===== config.mk =====
export PLATFORM = sky130hd
export DESIGN_NAME = flasher_sequencer
export DESIGN_NICKNAME = d
export VERILOG_FILES = /design/src/rtl/flasher_sequencer.sv
export SDC_FILE = /design/constraint.sdc
export NUM_CORES = 1
export LEC_CHECK = 0
export ABC_AREA = 1
export CAP_MARGIN = 10
export CORE_UTILIZATION = 30
export DETAILED_ROUTE_END_ITERATION = 8
export HOLD_SLACK_MARGIN = 0.05
export SLEW_MARGIN = 20
export SYNTH_ARGS = -nofsm -noshare
export SYNTH_HDL_FRONTEND = slang
export SYNTH_SLANG_ARGS = --single-unit

===== constraint.sdc =====
create_clock -name clk -period 1.6 [get_ports clk]
set_clock_uncertainty 0.1 [all_clocks]
set_input_delay 0.32 -clock clk [delete_from_list [all_inputs] [get_ports clk]]
set_output_delay 0.32 -clock clk [all_outputs]
set_load 0.005 [all_outputs]

===== src/rtl/flasher_sequencer.sv =====
`default_nettype none
// ============================================================================
//  Module      : flasher_sequencer
//  Description : Runs N flick/observe cycles on the bound lamp flasher and
//                reports done / aborted / timeout to the host.
//  Revision    : 1.0  initial release
// ============================================================================
module flasher_sequencer #(
    parameter int LAMP_W = 16,
    parameter int REP_W  = 4,
    parameter int TO_W   = 8
) (
    input  logic              clk,
    input  logic              rst,
    input  logic              cmd_valid,
    output logic              cmd_ready,
    input  logic [REP_W-1:0]  cmd_reps,
    input  logic              cmd_abort,
    input  logic [LAMP_W-1:0] lamp_in,
    output logic              fl_flick,
    output logic              fl_hold,
    output logic              busy,
    output logic              done,
    output logic              aborted,
    output logic              err_to,
    output logic [REP_W-1:0]  reps_done
);

    localparam logic [2:0] c_IDLE     = 3'd0;
    localparam logic [2:0] c_KICK     = 3'd1;
    localparam logic [2:0] c_WAIT_ON  = 3'd2;
    localparam logic [2:0] c_WAIT_OFF = 3'd3;
    localparam logic [2:0] c_GAP      = 3'd4;
    localparam logic [2:0] c_FIN      = 3'd5;

    localparam logic [TO_W-1:0] c_TO_MAX = '1;

    logic [2:0]       r_state;
    logic [2:0]       w_next;
    logic [REP_W-1:0] r_reps;
    logic [TO_W-1:0]  r_to_cnt;
    logic [REP_W-1:0] w_rd_inc;
    logic             w_accept;
    logic             w_abort;
    logic             w_to_hit;
    logic             w_lamp_on;
    logic             w_waiting;

    assign cmd_ready = (r_state == c_IDLE) && !rst;
    assign w_accept  = cmd_valid && cmd_ready;
    assign w_rd_inc  = reps_done + 1'b1;
    assign w_to_hit  = (r_to_cnt == c_TO_MAX);
    assign w_lamp_on = (lamp_in != '0);
    assign w_waiting = (r_state == c_WAIT_ON) || (r_state == c_WAIT_OFF);
    // FIN already signals done, so an abort there just lets it finish.
    assign w_abort   = cmd_abort && (r_state != c_IDLE) && (r_state != c_FIN);

    always_comb begin
        w_next = r_state;
        case (r_state)
            c_IDLE:     if (w_accept) w_next = (cmd_reps == '0) ? c_FIN : c_KICK;
            c_KICK:     w_next = c_WAIT_ON;
            c_WAIT_ON: begin
                if (w_to_hit)       w_next = c_IDLE;
                else if (w_lamp_on) w_next = c_WAIT_OFF;
            end
            c_WAIT_OFF: begin
                if (w_to_hit)        w_next = c_IDLE;
                else if (!w_lamp_on) w_next = (w_rd_inc == r_reps) ? c_FIN : c_GAP;
            end
            c_GAP:      w_next = c_KICK;
            c_FIN:      w_next = c_IDLE;
            default:    w_next = c_IDLE;
        endcase
        if (w_abort) w_next = c_IDLE;
    end

    // Outputs are registered from the next state so they line up with r_state.
    always_ff @(posedge clk) begin
        if (rst) begin
            r_state   <= c_IDLE;
            r_reps    <= '0;
            r_to_cnt  <= '0;
            reps_done <= '0;
            err_to    <= 1'b0;
            aborted   <= 1'b0;
            fl_hold   <= 1'b1;
            fl_flick  <= 1'b0;
            busy      <= 1'b0;
            done      <= 1'b0;
        end else begin
            r_state  <= w_next;
            fl_hold  <= !((w_next == c_KICK) || (w_next == c_WAIT_ON) ||
                          (w_next == c_WAIT_OFF));
            fl_flick <= (w_next == c_KICK);
            busy     <= (w_next != c_IDLE);
            done     <= (w_next == c_FIN);
            aborted  <= w_abort;

            if (w_accept) begin
                r_reps    <= cmd_reps;
                reps_done <= '0;
                err_to    <= 1'b0;
                r_to_cnt  <= '0;
            end else if (!w_abort) begin
                if (r_state == c_KICK) begin
                    r_to_cnt <= '0;
                end else if (w_waiting) begin
                    if (w_to_hit) begin
                        err_to <= 1'b1;
                    end else if ((r_state == c_WAIT_ON) && w_lamp_on) begin
                        r_to_cnt <= '0;
                    end else if ((r_state == c_WAIT_OFF) && !w_lamp_on) begin
                        reps_done <= w_rd_inc;
                        r_to_cnt  <= '0;
                    end else begin
                        r_to_cnt <= r_to_cnt + 1'b1;
                    end
                end
            end
        end
    end

endmodule
`default_nettype wire


---- Word-level counts from Yosys, hierarchy flattened ----
Cells that the tools add are included.
Widths: inputs -> output; s select.
operators by class
  shift-type cells ........................ 0
  add/sub/neg operators ................... 2
  multipliers ............................. 0
  order comparisons ....................... 0
  equal/unequal tests ..................... 12
  reduce and logical (&&, ||, !) cells .... 22
  muxes and demuxes ....................... 14
  bitwise logic cells ..................... 4
  div/mod/pow operators ................... 0
operators by type and width
  kind                 count
  $mux 8               5
  $mux 3               7
  $reduce_bool 16->1   1
  $pmux 3 s5           1
  $eq 3x2->1 const B   4
  $add 8x1->8 const B  1
  $eq 8x8->1 const B   1
  $eq 3x1->1 const B   2
  $eq 3x3->1 const B   2
  $logic_and 1x1->1    6
  $reduce_and 6->1     1
  $reduce_bool 3->1    2
  $add 4x1->4 const B  1
  $eq 4x4->1           1
  $logic_not 4->1      1
  $not 1->1            4
  $reduce_and 4->1     1
  $logic_not 1->1      3
  $logic_not 3->1      1
  $logic_or 1x1->1     3
  $ne 3x3->1 const B   1
  $reduce_and 3->1     1
  $ne 2x1->1 const B   1
  $reduce_bool 2->1    1
  other kinds (2)      2
word-level totals
  bits in read-only memories .............. 0
  memories ................................ 0
  latch bits .............................. 0
  memory bits (writable) .................. 0
  word-level logic and storage cells ...... 64
  register bits ........................... 25
  input bits .............................. 24

---- Logic depth before layout (Yosys ltp) ----
  depth in word-level cells ............... 11
  depth in mapped cells ................... 13

---- Worst setup path before layout ----
Ideal clock, no wire load.
  kind .................................... reg2reg
  start point ............................. register reps_done[0]
  end point ............................... register fl_hold
  path slack .............................. 0.049 ns
  clock period less this slack ............ 1.551 ns
  buffers on the path ..................... 0
  cell stages (with the launch flop) ...... 13
  arrival ................................. 1.336 ns
  cell sequence ........................... dfxtp_1 > ha_1 > inv_1 > nand2_1 > nand3_1 > nor2_1 > nand2_1 > nor2_1 > nand3_1 > nand2_1 > nand2_1 > nand2_1 > nand2_1
on the way
  word-level cells in the longest chain between the ends .. 11
  elaborated cells between the ends (all ways) .. 13
  those cells by class .................... add/sub (1); eq/ne (4); mux (5); reduce/logical (3)
ends and longest elaborated chain
  element                                   RTL line  RTL
  start, declared                           26        output logic [REP_W-1:0] reps_done
  start signal, assigned                    114       reps_done <= w_rd_inc;
  $add 4x1->4 *                             51        assign w_rd_inc = reps_done + 1'b1;
  net w_rd_inc[1]                           42        logic [REP_W-1:0] w_rd_inc;
  $eq 4x4->1 *                              69        else if (!w_lamp_on) w_next = (w_rd_inc == r_reps) ? c_FIN : c_GAP;
  $mux 1 *                                  69
  $mux 3 *                                  69
  $mux 3 *                                  68        if (w_to_hit) w_next = c_IDLE;
  $pmux 3 s5 *                              60        case (r_state)
  $mux 3 *                                  75        if (w_abort) w_next = c_IDLE;
  $eq 3x1->1 or $eq 3x2->1 (tied branches)  93        fl_hold <= !((w_next == c_KICK) || (w_next == c_WAIT_ON) ||
  $logic_or 1x1->1                          93
  $logic_or 1x1->1 *                        93
  $logic_not 1->1 *                         93
  end signal, assigned                      93
  end, declared                             21        output logic fl_hold,
Mark *: on every way through the listed nets, which the timed path passes. The rest lies on a longest branch.
A chain may end at the register's enable or synchronous reset.

---- Final worst setup path ----
  start point ............................. register r_to_cnt[1]
  end point ............................... register fl_hold
on the way
  word-level cells in the longest chain between the ends .. 8
  elaborated cells between the ends (all ways) .. 11
  those cells by class .................... eq/ne (4); mux (4); reduce/logical (3)
ends and longest elaborated chain
  element                                   RTL line  RTL
  start, declared                           41        logic [TO_W-1:0] r_to_cnt;
  start signal, assigned                    117       r_to_cnt <= r_to_cnt + 1'b1;
  $eq 8x8->1 *                              52        assign w_to_hit = (r_to_cnt == c_TO_MAX);
  $mux 3 (on tied branches)                 68, 64
  $pmux 3 s5 *                              60
  $mux 3 *                                  75
  $eq 3x1->1 or $eq 3x2->1 (tied branches)  93
  $logic_or 1x1->1                          93
  $logic_or 1x1->1 *                        93
  $logic_not 1->1 *                         93
Mark *: on every way between the ends. The rest lies on a longest branch, timed or not.

==> flow_metrics.env <==
export IMPL_p_sw_share_pct=31.7
export IMPL_wl_per_cell_um=10.3
export IMPL_drv_slew=0
export IMPL_synth_area_mm2=0.00155
export IMPL_ys_types=29
export IMPL_layout_cells_most_common_list="39 x nand2_1, 38 x nor2_1, 31 x buf_4"
export IMPL_worstPathArrival_ns=1.66
export IMPL_startpoint_type="register"
export IMPL_grt_max_degree=15
export IMPL_grt_pass1_vias=1502
export IMPL_drc_errors=0
export IMPL_synth_seq_cells=25
export IMPL_antenna_found_initial=0
export IMPL_clkPwrFrac_pct=25.0
export IMPL_track_usage_pct=15.4
export IMPL_grt_use_met1_pct=18.5
export IMPL_p_leak_nw=1.07
export IMPL_critical_path_required_ns=1.68
export IMPL_combPwrFrac_pct=31.0
export IMPL_post_route_util_pct=49.4
export IMPL_num_vias=1579
export IMPL_nets=321
export IMPL_max_cap_violations=0
export IMPL_drive_gt1_share_pct=37.8
export IMPL_cp_max_fo=4
export IMPL_hp_start="err_to$_SDFFE_PP0P_"
export IMPL_layout_commonest_cell="nand2_1"
export IMPL_power_frac_seq_pct=43.9
export IMPL_max_freq_ghz=0.632
export IMPL_globalRouteMet3Util_pct=3.43
export IMPL_postRouteAntennaNets=0
export IMPL_p_sw_mw=0.484
export IMPL_grt_pass1_wl_mm=6.39
export IMPL_internal_power_mw=1.04
export IMPL_start_util_pct=31.9
export IMPL_synth_top_area_share_pct=32.4
export IMPL_status="complete, no violations"
export IMPL_tightest_slew_ns=0.328
export IMPL_cts_buffers=3
export IMPL_io_buffers=34
export IMPL_ff2ff_path_depth=10
export IMPL_routed_wl_mm=3.74
export IMPL_row_count=25
export IMPL_diodes=0
export IMPL_worstSetupStartpoint="r_to_cnt[1]$_SDFFE_PP0P_"
export IMPL_synth_largest_area_cell="dfxtp_1"
export IMPL_drt_iter0_drc=31
export IMPL_dp_cells=350
export IMPL_top_usage_layer="met2"
export IMPL_syn_nets=249
export IMPL_rsz0062_at_grt="yes"
export IMPL_met2_usage_pct=26.5
export IMPL_coreArea_mm2=0.00485
export IMPL_post_route_period_util_pct=98.9
export IMPL_dp_final_hpwl_mm=2.92
export IMPL_yosys_warnings=0
export IMPL_min_delay_path_depth=2
export IMPL_relSlewSlack_pct=77.9
export IMPL_ys_seq_area_share_pct=32.4
export IMPL_htreeDepth=1
export IMPL_ios=35
export IMPL_final_cells=361
export IMPL_r2r_start="r_to_cnt[1]$_SDFFE_PP0P_"
export IMPL_syn_inst=223
export IMPL_cts_tree="yes"
export IMPL_grt_ovfl_total=0
export IMPL_cts_hold_buf=0
export IMPL_critPathKind="register to register"
export IMPL_setup_violations=0
export IMPL_power_density_mw_per_mm2=639
export IMPL_clkSinkCount=25
export IMPL_synth_area_leaders="dfxtp_1 32%, nand2_1 11%, nor2_1 10%, nand3_1 5.5%, inv_1 5.3%"
export IMPL_syn2layout_area_growth_pct=54.8
export IMPL_die_h_um=73.8
export IMPL_clkLatencyLatePin_ns=0.28
export IMPL_cts_root_buf="clkbuf_8"
export IMPL_clk_pin_slew_ns=0.09
export IMPL_drtPass1Iterations=4
export IMPL_dieWidth_um=73.8
export IMPL_hold_viol_final=0
export IMPL_clockBufferDepth=2
export IMPL_die_area_mm2=0.00545
export IMPL_gp_congestion=0.767
export IMPL_vias_per_cell=4.37
export IMPL_syn_avg_cell_area_um2=6.93
export IMPL_hold_class="register to register"
export IMPL_end_kind="register"
export IMPL_period_needed_ns=1.58
export IMPL_ir_drop_uv=529
-- kinds of logic (layout without fill, tap and decap cells) --
family	after synthesis	after routing	share of synthesized area (%)
flip-flops	25	25	32.4
AND/OR/NAND/NOR	135	135	44.3
AO/OA/AOI/OAI	28	28	12.5
adder cells (fa/ha/maj)	2	2	1.62
buffers and inverters	30	101	7.44
XOR/XNOR	3	3	1.70
-- registers in the layout (all words and copies together), names as in the netlist --
name       count
r_state        3
reps_done      4
fl_flick       1
err_to         1
fl_hold        1
busy           1
aborted        1
done           1
r_reps         4
r_to_cnt       8
-- stage by stage --
| stage | hold WS [ns] | instance area, um2 | setup slack (ns) | total power, mW | setup TNS [ns] |
|---|---|---|---|---|---|
| 2_1_floorplan | 0.292 | 1550 | 0.0492 | 0.916 | 0 |
| 3_3_place_gp | 0.365 | 2170 | -0.325 | 1.11 | -5.09 |
| 3_5_place_dp | 0.374 | 2170 | -0.337 | 1.11 | -5.32 |
| 4_1_cts | 0.395 | 2320 | -0.00712 | 1.53 | -0.0127 |
| 5_1_grt | 0.404 | 2390 | -0.112 | 1.63 | -0.637 |
| 6_report | 0.384 | 2390 | 0.0179 | 1.53 | 0 |
-- synth_stat cells --
master    number
nor2_4         7
nand3_1       17
ha_1           2
a21oi_1        8
o21ai_2        5
nand3_4        1
nand4_4        1
nor2_1        41
xor2_1         2
dfxtp_1       25
o21ai_1        5
inv_2          7
xnor2_1        1
o22ai_2        1
a21oi_2        4
nand2_4        3
nor3_1         5
o21ai_4        1
o22ai_1        1
inv_1         22
nor2_2         1
o21ai_0        3
inv_4          1
nand2_1       44
nand2_2        8
nand4_1        3
nand3_2        1
nand3b_1       1
nor4_1         2
-- cell type report --
cell class	count	area [um2]
inverter	30	120
fill	488	2450
timing repair buffer	67	573
clock inverter	1	5.00
clock buffer	3	41.3
multi-input combinational	168	1060
tap	67	83.8
sequential	25	514
-- what timing repair did --
item | in CTS | in global routing
setup buffers | 7 | 0
pin swaps | 25 | 19
resized for setup | 43 | 26
endpoints found under the setup margin | 17 | 22
-- final timing paths --
check / to / slack, ns
max: fl_hold$_SDFF_PP1_ / 0.02
min: err_to$_SDFFE_PP0P_ / 0.38
max reg2reg: fl_hold$_SDFF_PP1_ / 0.02
min reg2reg: err_to$_SDFFE_PP0P_ / 0.38
-- worst max-delay path: stages (launching register included) --
cell,delay (ns)
dfxtp_2,0.36
ha_4,0.15
nand2_4,0.06
nor2_4,0.11
nand4_4,0.13
buf_6,0.15
nand2_2,0.09
buf_4,0.11
nand2_1,0.04
a21oi_1,0.13
nand2_1,0.06
-- per-layer routing --
metal | vias up | routed length [um]
met5 | - | 0
met4 | 0 | 55
met3 | 5 | 100
met2 | 18 | 1840
met1 | 697 | 1740
li1 | 859 | -
-- power by group through the flow --
stage	Combinational, mW	Clock, mW	Sequential [mW]
floorplan	0.232	0	0.684
global placement	0.428	0	0.682
detailed placement	0.430	0	0.682
CTS	0.460	0.401	0.669
global route	0.522	0.429	0.676
finish	0.474	0.383	0.672
Note: power is estimated with default switching activity, not from simulation.
